File: src/rtl/seq_1101_tx_pkg.sv
// Shared definitions for the 1101-sync serial link.
// Holds the sync pattern, the frame state codes and a helper that sizes the
// single cycle counter used by the transmitter. The receiver side imports the
// same package so pattern and framing cannot drift apart.
package seq_1101_tx_pkg;

    // Sync pattern, transmitted MSB first.
    localparam int                SYNC_W = 4;
    localparam logic [SYNC_W-1:0] SYNC   = 4'b1101;

    // Frame states; the encoding is shared with the receiver.
    typedef enum logic [1:0] {
        ST_IDLE = 2'd0,
        ST_SYNC = 2'd1,
        ST_DATA = 2'd2,
        ST_GAP  = 2'd3
    } tx_state_t;

    // Counter width: clog2 of the longest phase (at least 1), plus one bit.
    function automatic int cnt_width(input int data_w, input int gap);
        int m;
        m = SYNC_W;
        if (data_w > m) m = data_w;
        if (gap > m)    m = gap;
        if (m < 1)      m = 1;
        return $clog2(m) + 1;
    endfunction

endpackage

File: src/rtl/seq_1101_tx_if.sv
// Parallel-side handshake and serial output of the 1101 framed transmitter.
//   start : request to send, honoured only while ready=1
//   data  : payload word, sampled on the accepting edge
//   ready : transmitter idle
//   busy  : frame in progress (= ~ready)
//   out   : serial line
//   done  : one-cycle pulse after the last frame bit
// master = producer / line observer, slave = transmitter.
interface seq_1101_tx_if #(
    parameter int DATA_W = 8
);
    logic              start;
    logic [DATA_W-1:0] data;
    logic              ready;
    logic              busy;
    logic              out;
    logic              done;

    modport master (
        output start,
        output data,
        input  ready,
        input  busy,
        input  out,
        input  done
    );

    modport slave (
        input  start,
        input  data,
        output ready,
        output busy,
        output out,
        output done
    );
endinterface

File: src/rtl/seq_1101_tx_piso_shift.sv
// Parallel-load, MSB-first shift register for the frame payload.
// Ports:
//   clk, reset : clock and asynchronous active-high reset
//   load       : capture din (has priority over shift)
//   shift      : shift left by one, zero fill
//   din        : parallel payload
//   msb_next   : MSB the register will hold after this edge; lets the
//                transmitter register the serial bit without an extra cycle
module seq_1101_tx_piso_shift #(
    parameter int DATA_W = 8
) (
    input  logic              clk,
    input  logic              reset,
    input  logic              load,
    input  logic              shift,
    input  logic [DATA_W-1:0] din,
    output logic              msb_next
);

    logic [DATA_W-1:0] shreg_reg;
    logic [DATA_W-1:0] shreg_next;
    logic [DATA_W-1:0] shifted;

    // Left-shift network; written per bit so DATA_W=1 needs no special case.
    for (genvar gi = 0; gi < DATA_W; gi++) begin : g_shift
        if (gi == 0) begin : g_lsb
            assign shifted[gi] = 1'b0;
        end else begin : g_up
            assign shifted[gi] = shreg_reg[gi-1];
        end
    end

    always_comb begin
        shreg_next = shreg_reg;
        if (load) begin
            shreg_next = din;
        end else if (shift) begin
            shreg_next = shifted;
        end
    end

    always_ff @(posedge clk or posedge reset) begin
        if (reset) begin
            shreg_reg <= '0;
        end else begin
            shreg_reg <= shreg_next;
        end
    end

    assign msb_next = shreg_next[DATA_W-1];

endmodule

File: src/rtl/seq_1101_tx.sv
// Framed serial transmitter for the 1101-sync link.
// On an accepted start it latches the payload and sends, one bit per clock:
// the sync pattern, the payload MSB first, then GAP idle zeros. The cycle
// after the last bit returns to IDLE with done pulsed; a start seen in that
// cycle is accepted, so frames can run back to back.
// Ports:
//   clk   : clock, all state on posedge
//   reset : asynchronous active-high reset, aborts any frame (no done)
//   bus   : slave side of seq_1101_tx_if (start/data in; ready/busy/out/done out)
// All outputs are registers or state decodes; none depends combinationally
// on start or data.
module seq_1101_tx
    import seq_1101_tx_pkg::*;
#(
    parameter int DATA_W = 8,
    parameter int GAP    = 2
) (
    input  logic         clk,
    input  logic         reset,
    seq_1101_tx_if.slave bus
);

    localparam int CNT_W = cnt_width(DATA_W, GAP);

    // Terminal count of each phase; GAP_LAST is irrelevant when GAP=0.
    localparam logic [CNT_W-1:0] SYNC_LAST = CNT_W'(SYNC_W - 1);
    localparam logic [CNT_W-1:0] DATA_LAST = CNT_W'(DATA_W - 1);
    localparam logic [CNT_W-1:0] GAP_LAST  = CNT_W'((GAP > 0) ? GAP - 1 : 0);

    tx_state_t         state_reg;
    tx_state_t         state_next;
    logic [CNT_W-1:0]  cnt_reg;
    logic [CNT_W-1:0]  cnt_next;
    logic              out_reg;
    logic              out_next;
    logic              done_reg;
    logic              done_next;
    logic              load;
    logic              shift;
    logic              shreg_msb_next;
    logic [SYNC_W-1:0] sync_bits;

    seq_1101_tx_piso_shift #(
        .DATA_W (DATA_W)
    ) u_piso (
        .clk      (clk),
        .reset    (reset),
        .load     (load),
        .shift    (shift),
        .din      (bus.data),
        .msb_next (shreg_msb_next)
    );

    // Next-state logic.
    always_comb begin
        state_next = state_reg;
        case (state_reg)
            ST_IDLE: begin
                if (bus.start) state_next = ST_SYNC;
            end
            ST_SYNC: begin
                if (cnt_reg == SYNC_LAST) state_next = ST_DATA;
            end
            ST_DATA: begin
                if (cnt_reg == DATA_LAST) state_next = (GAP == 0) ? ST_IDLE : ST_GAP;
            end
            ST_GAP: begin
                if (cnt_reg == GAP_LAST) state_next = ST_IDLE;
            end
            default: begin
                state_next = ST_IDLE;
            end
        endcase
    end

    // Counter, shift control and the value the serial register takes next.
    // out is computed from the *next* state/count so that the registered
    // line shows sync bit 0 in the very first cycle after acceptance.
    always_comb begin
        load      = (state_reg == ST_IDLE) && bus.start;
        shift     = (state_reg == ST_DATA);
        cnt_next  = '0;
        out_next  = 1'b0;
        done_next = 1'b0;
        sync_bits = '0;

        // Counter restarts on every state change and rests at 0 in IDLE.
        if ((state_next == state_reg) && (state_reg != ST_IDLE)) begin
            cnt_next = cnt_reg + 1'b1;
        end

        // Selecting sync bit SYNC_W-1-cnt is done as a shift so the index
        // never needs a width-mismatched subtraction.
        sync_bits = SYNC << cnt_next;

        case (state_next)
            ST_SYNC: out_next = sync_bits[SYNC_W-1];
            ST_DATA: out_next = shreg_msb_next;
            default: out_next = 1'b0;
        endcase

        // Pulse exactly when a frame falls back to IDLE.
        done_next = (state_reg != ST_IDLE) && (state_next == ST_IDLE);
    end

    always_ff @(posedge clk or posedge reset) begin
        if (reset) begin
            state_reg <= ST_IDLE;
            cnt_reg   <= '0;
            out_reg   <= 1'b0;
            done_reg  <= 1'b0;
        end else begin
            state_reg <= state_next;
            cnt_reg   <= cnt_next;
            out_reg   <= out_next;
            done_reg  <= done_next;
        end
    end

    assign bus.ready = (state_reg == ST_IDLE);
    assign bus.busy  = (state_reg != ST_IDLE);
    assign bus.out   = out_reg;
    assign bus.done  = done_reg;

endmodule
File: src/flat_wrapper.sv
// flat-port wrapper written by rule: the top's interface ports become plain ports
module seq_1101_tx_flat import seq_1101_tx_pkg::*;
#(
    parameter int DATA_W = 8,
    parameter int GAP    = 2
)
  (clk, reset, bus_start, bus_data, bus_ready, bus_busy, bus_out, bus_done);
  seq_1101_tx_if #(.DATA_W(DATA_W)) bus_i ();
  input  logic clk;
  input  logic reset;
  input wire logic [$bits(bus_i.start)-1:0] bus_start;
  input wire logic [$bits(bus_i.data)-1:0] bus_data;
  output wire logic [$bits(bus_i.ready)-1:0] bus_ready;
  output wire logic [$bits(bus_i.busy)-1:0] bus_busy;
  output wire logic [$bits(bus_i.out)-1:0] bus_out;
  output wire logic [$bits(bus_i.done)-1:0] bus_done;
  assign bus_i.start = bus_start;
  assign bus_i.data = bus_data;
  assign bus_ready = bus_i.ready;
  assign bus_busy = bus_i.busy;
  assign bus_out = bus_i.out;
  assign bus_done = bus_i.done;
  seq_1101_tx #(.DATA_W(DATA_W), .GAP(GAP)) u_core (.clk(clk), .reset(reset), .bus(bus_i));
endmodule
File: config.mk
export PLATFORM = sky130hd
export DESIGN_NAME = seq_1101_tx_flat
export DESIGN_NICKNAME = d
export VERILOG_FILES = /design/src/rtl/seq_1101_tx_pkg.sv /design/src/rtl/seq_1101_tx_if.sv /design/src/rtl/seq_1101_tx_piso_shift.sv /design/src/rtl/seq_1101_tx.sv /design/src/flat_wrapper.sv
export SDC_FILE = /design/constraint.sdc
export NUM_CORES = 1
export LEC_CHECK = 0
export CORE_MARGIN = 3
export CORE_UTILIZATION = 58
export DETAILED_ROUTE_END_ITERATION = 7
export DONT_BUFFER_PORTS = 1
export GPL_TIMING_DRIVEN = 0
export PLACE_DENSITY = 0.75
export SYNTH_ARGS = -nofsm -noshare
export SYNTH_HDL_FRONTEND = slang
export SYNTH_HIERARCHICAL = 1
export SYNTH_SLANG_ARGS = --single-unit
File: constraint.sdc
create_clock -name clk -period 2.6 [get_ports clk]
set_input_delay 0.26 -clock clk [delete_from_list [all_inputs] [get_ports clk]]
set_output_delay 0.26 -clock clk [all_outputs]
set_load 0.02 [all_outputs]
# Yosys cells after proc, flatten, opt, wreduce, memory -nomap -nowiden
# Index checks and enable logic that the tools add are counted.
# word_totals
ff_bits,16
input_bits,11
out_inout_bits,4
# classes
add_sub_neg,1
eq_ne,9
shift,1
mux,9
reduce_logical,7
# op_table
cell,count
$mux W8,2
$mux W2,4
$pmux W2 S4,1
$eq A2 B2 Y1 const B,3
$add A4 B1 Y4 const B,1
$eq A2 B1 Y1 const B,2
$eq A4 B1 Y1 const B,1
$eq A4 B2 Y1 const B,1
$eq A4 B3 Y1 const B,1
$logic_not A2 Y1,2
$mux W4,1
$reduce_bool A2 Y1,2
$shl A4 B4 Y4 const A,1
$logic_and A1 B1 Y1,3
$eq A2 B2 Y1,1
$pmux W1 S2,1

# Logic depth before layout (Yosys ltp)
# depth
word_depth,8
ltp_mapped,10
ltp_nobuf,10

# Modules after synthesis
# Netlist, hierarchy kept.
# by_module_without_submodules
module,instances,cells_each,area_each_um2
seq_1101_tx,1,50,490.5
seq_1101_tx_piso_shift,1,35,380.4

# Worst setup path before layout
# OpenSTA, ideal clock, no wires.
# synth_path
kind,reg2reg
start,register u_core.cnt_reg[0]
end,"register u_core.out_reg, in the netlist u_core/bus.out"
setup_time_ps,86
arrival_ps,1808
required_time_ps,2514
setup_slack_ps,707
path_stages_with_launch,11
path_buffers,0
cell_sequence,dfrtp_1 -> ha_1 -> nor2b_1 -> a21oi_1 -> o22ai_1 -> a21oi_1 -> ha_1 -> nand2b_1 -> nor3_1 -> nand2_1 -> o221ai_2
# synth_between
elab_chain_cells,8
elab_cells_between_ends,15
classes_between,1 x add/sub; 6 x eq/ne; 1 x shift; 6 x mux; 1 x reduce/logical
# synth_lines
element,line,source
from (decl),seq_1101_tx.sv:32,logic [CNT_W-1:0] cnt_reg;
from (signal assigned),seq_1101_tx.sv:114,cnt_reg <= cnt_next;
"$eq A4 B1 Y1, or another cell as far along",seq_1101_tx.sv:68,if (cnt_reg == GAP_LAST) state_next = ST_IDLE;
$mux W2 (on tied branches),"seq_1101_tx.sv:68, seq_1101_tx.sv:62, seq_1101_tx.sv:65",
$pmux W2 S4,seq_1101_tx.sv:57,case (state_reg)
$eq A2 B2 Y1,seq_1101_tx.sv:88,if ((state_next == state_reg) && (state_reg != ST_IDLE)) begin
$logic_and A1 B1 Y1,seq_1101_tx.sv:88,
$mux W4,seq_1101_tx.sv:88,
$shl A4 B4 Y4,seq_1101_tx.sv:94,sync_bits = SYNC << cnt_next;
$pmux W1 S2 *,seq_1101_tx.sv:96,case (state_next)
named net u_core.out_next,seq_1101_tx.sv:35,logic out_next;
to (signal assigned),seq_1101_tx.sv:115,out_reg <= out_next;
to (decl),seq_1101_tx.sv:34,logic out_reg;
# Mark *: on every way through the listed nets, which the timed path passes. The rest lies on a longest branch.
# A chain may end at the register's enable or synchronous reset.

# Final worst setup path
# Ends and elaborated chain as after synthesis.

==> flow_metrics.tcl <==
set metrics [dict create \
    outcome "finished, final reports clean" \
    antenna_violating_nets_post_route 0 \
    clock-root-buffer "clkbuf_4" \
    worst_slew_margin 0.667 \
    required_time_of_the_worst_setup_path_ns 2.80 \
    worst-setup-path-type "reg -> reg" \
    synth-seq-area-share 0.460 \
    slew_viol_final 0 \
    holdBufCountCts 1 \
    setup_slack_ns 0.499 \
    totalWireLength_um 1450 \
    grt_pass1_wl_um 2620 \
    worst_hold_path_type "in -> reg" \
    layout.nets 107 \
    fin_crit_ns 2.10 \
    drt_iter0_markers 6 \
    cts-htree-levels 1 \
    antenna_cells_inserted 0 \
    worst_clock_skew_ns 0.00319 \
    antenna_found_initial 0 \
    dpl.cell_count 100 \
    clk-insertion-delay-late_ns 0.28 \
    synth.yosys.warnings 6 \
    max-clock-path-buffers 2 \
    synthesis.instances 85 \
    timing.max_cap.violations 0 \
    gr-total-overflow 0 \
    hold_path.startpoint "bus_data[3]" \
    floorplan.rows 13 \
    cts.reportedPaths.clkPinSlew_ns 0.09 \
    grt_max_degree 11 \
    achievable-frequency_mhz 476 \
    synthArstFlopShare 1.00 \
    startpoint "u_core/cnt_reg[0]$_DFF_PP0_" \
    drc 0 \
    cts.sinks 16 \
    cts_made_buffers 3 \
    synth.cell_area_sq_um 871 \
    period_share 0.808 \
    synthesis.area_per_instance_sq_um 10.2 \
    unrepaired_setup_endpoints_after_global_routing "no" \
    post_cts.resized_instances 0 \
    synth.net_count 101 \
    design.core.area_sq_um 1350 \
    hpwlAfterDp_um 1120 \
    layout.cells.most_common "dfrtp_1" \
    largest_register_ffs 8 \
    most-common-layout-cells "16 x dfrtp_1, 10 x nand2_1, 7 x mux2i_1, 7 x o21ai_1" \
    route.detailed.wl_per_inst_um 13.8 \
    stdcell_count 105 \
    place.gp.congestion 0.754 \
    first_pass_iters 3 \
    final_area_sq_um 936 \
    quantity_of_i_o_buffers_inserted_on_ports 0 \
    cpMaxStageDelayCell "dfrtp_1" \
    regToRegSetupSlack_ns 0.50 \
    pre_cts_slack_ns 0.528 \
    total_power_of_the_final_layout_w 0.00123 \
    worst_path_largest_cell_delay_ns 0.43 \
    chipHeight_um 44.8 \
    synth_edf_count 0 \
    detailroute.via_count 594 \
    pwr_density_cell_nw_per_um2 1310 \
    grtUsageTotal 0.183 \
    rr_startpoint "u_core/cnt_reg[0]$_DFF_PP0_" \
    filler_cell_count 103 \
    design.portCount 15 \
    total_leakage_power_nw 0.433 \
    path_delay_family "adder cells" \
    syn2layout_area_growth_pct 7.47 \
    worst_ep_arrival_ns 2.30 \
    fp.dieW_um 44.8 \
    share_of_layout_cells_above_drive_strength_1 0.111 \
    tritoncts "done" \
    synthFlopType "dfrtp_1" \
    grt_pass1_vias 599 \
    initial_utilization 0.645 \
    vdd_drop_max_uv 711 \
    dpl-instance-area_sq_um 890 \
    cts_setup_buffers 0 \
    report.final.hold_viol_count 0 \
    critical_path.cell_chain "ha_1 > nor2b_1 > a21oi_1 > o22ai_1 > a21oi_1 > ha_1 > nand2b_1 > nor3_1 > nand2_1 > o221ai_2" \
    setup_viol_count_final 0 \
    timing.setup.tns_ns 0 \
    worstPathMaxFanout 5 \
    critPathLaunchType "flop" \
    die-area_sq_um 2000 \
    detail_route.vias_per_cell 5.66 \
    actual_transition_at_the_worst_max_transition_pin_ns 0.497 \
    ys_types 26 \
    crit_path_end_kind "flop" \
    cp.buffers_inverters 0 \
    ys_ff_latch 16 \
]
==> metal layers <==
| layer | up-vias | GRT usage | wire length [um] |
|---|---|---|---|
| met4 | 0 | 0.0723 | 22 |
| met3 | 4 | 0.0478 | 60 |
| met5 | - | 0 | 0 |
| met2 | 11 | 0.289 | 667 |
| li1 | 298 | - | - |
| met1 | 281 | 0.238 | 697 |
==> power by group <==
| part | switching [W] | leakage, nW | internal [W] |
|---|---|---|---|
| Clock | 0.0000750 | 0.0210 | 0.0000852 |
| Sequential | 0.0000880 | 0.203 | 0.000360 |
| Combinational | 0.000333 | 0.210 | 0.000286 |
==> cells by family (layout without fill, tap and decap cells) <==
kind of cell             after synthesis  after routing  share of synthesized area
AND/OR/NAND/NOR                       28             28                      0.172
AO/OA/AOI/OAI                         18             18                      0.135
flip-flops                            16             16                      0.460
buffers and inverters                  9             14                     0.0603
multiplexers                           7              7                     0.0805
adder cells (fa/ha/maj)                5              5                     0.0718
XOR/XNOR                               2              2                     0.0201
==> cell usage after synthesis, types with 2 or more instances <==
cell type | number | area, sq um
and2_1 | 2 | 12.5
o21ai_1 | 7 | 35.0
dfrtp_1 | 16 | 400
o22a_1 | 2 | 17.5
inv_1 | 6 | 22.5
ha_1 | 5 | 62.6
nand3_1 | 2 | 10.0
mux2i_1 | 7 | 70.1
buf_6 | 2 | 22.5
nand2_1 | 10 | 37.5
nor2_1 | 2 | 7.51
xor2_1 | 2 | 17.5
nor2b_1 | 6 | 37.5
o22ai_1 | 2 | 12.5
a21oi_1 | 3 | 15.0
==> worst reg2reg max path: cells and delay by family, from the launching register on <==
| kind | cells | cell delay (ns) |
|---|---|---|
| adder cells (fa/ha/maj) | 2 | 0.61 |
| AND/OR/NAND/NOR | 4 | 0.57 |
| flip-flops | 1 | 0.43 |
| AO/OA/AOI/OAI | 4 | 0.42 |
==> path summary, 6_finish.rpt <==
check	end	cells past startpoint
max in group asynchronous	u_core/cnt_reg[1]$_DFF_PP0_	2
setup reg to reg	u_core/bus.out$_DFF_PP0_	10
setup / recovery	u_core/bus.out$_DFF_PP0_	10
hold / removal	u_core/u_piso/shreg_reg[3]$_DFFE_PP0P_	2
hold reg to reg	u_core/cnt_reg[0]$_DFF_PP0_	1
min in group asynchronous	u_core/u_piso/shreg_reg[3]$_DFFE_PP0P_	2
==> metrics by stage <==
stage,util,hold WS (ns)
2_1_floorplan,-,0.0757
3_3_place_gp,0.659,0.109
3_5_place_dp,0.659,0.117
4_1_cts,0.693,0.0921
5_1_grt,0.693,0.0968
6_report,0.693,0.102
==> final cells by class <==
class | count | area (sq um) | share of cell area
Tap cell | 15 | 18.8 | 0.0201
Buffer | 3 | 30.0 | 0.0321
Sequential cell | 16 | 400 | 0.428
Timing Repair Buffer | 1 | 10.0 | 0.0107
Clock buffer | 4 | 36.3 | 0.0388
Multi-Input combinational cell | 60 | 418 | 0.447
Inverter | 6 | 22.5 | 0.0241
Power figures use the tool's default switching activity.
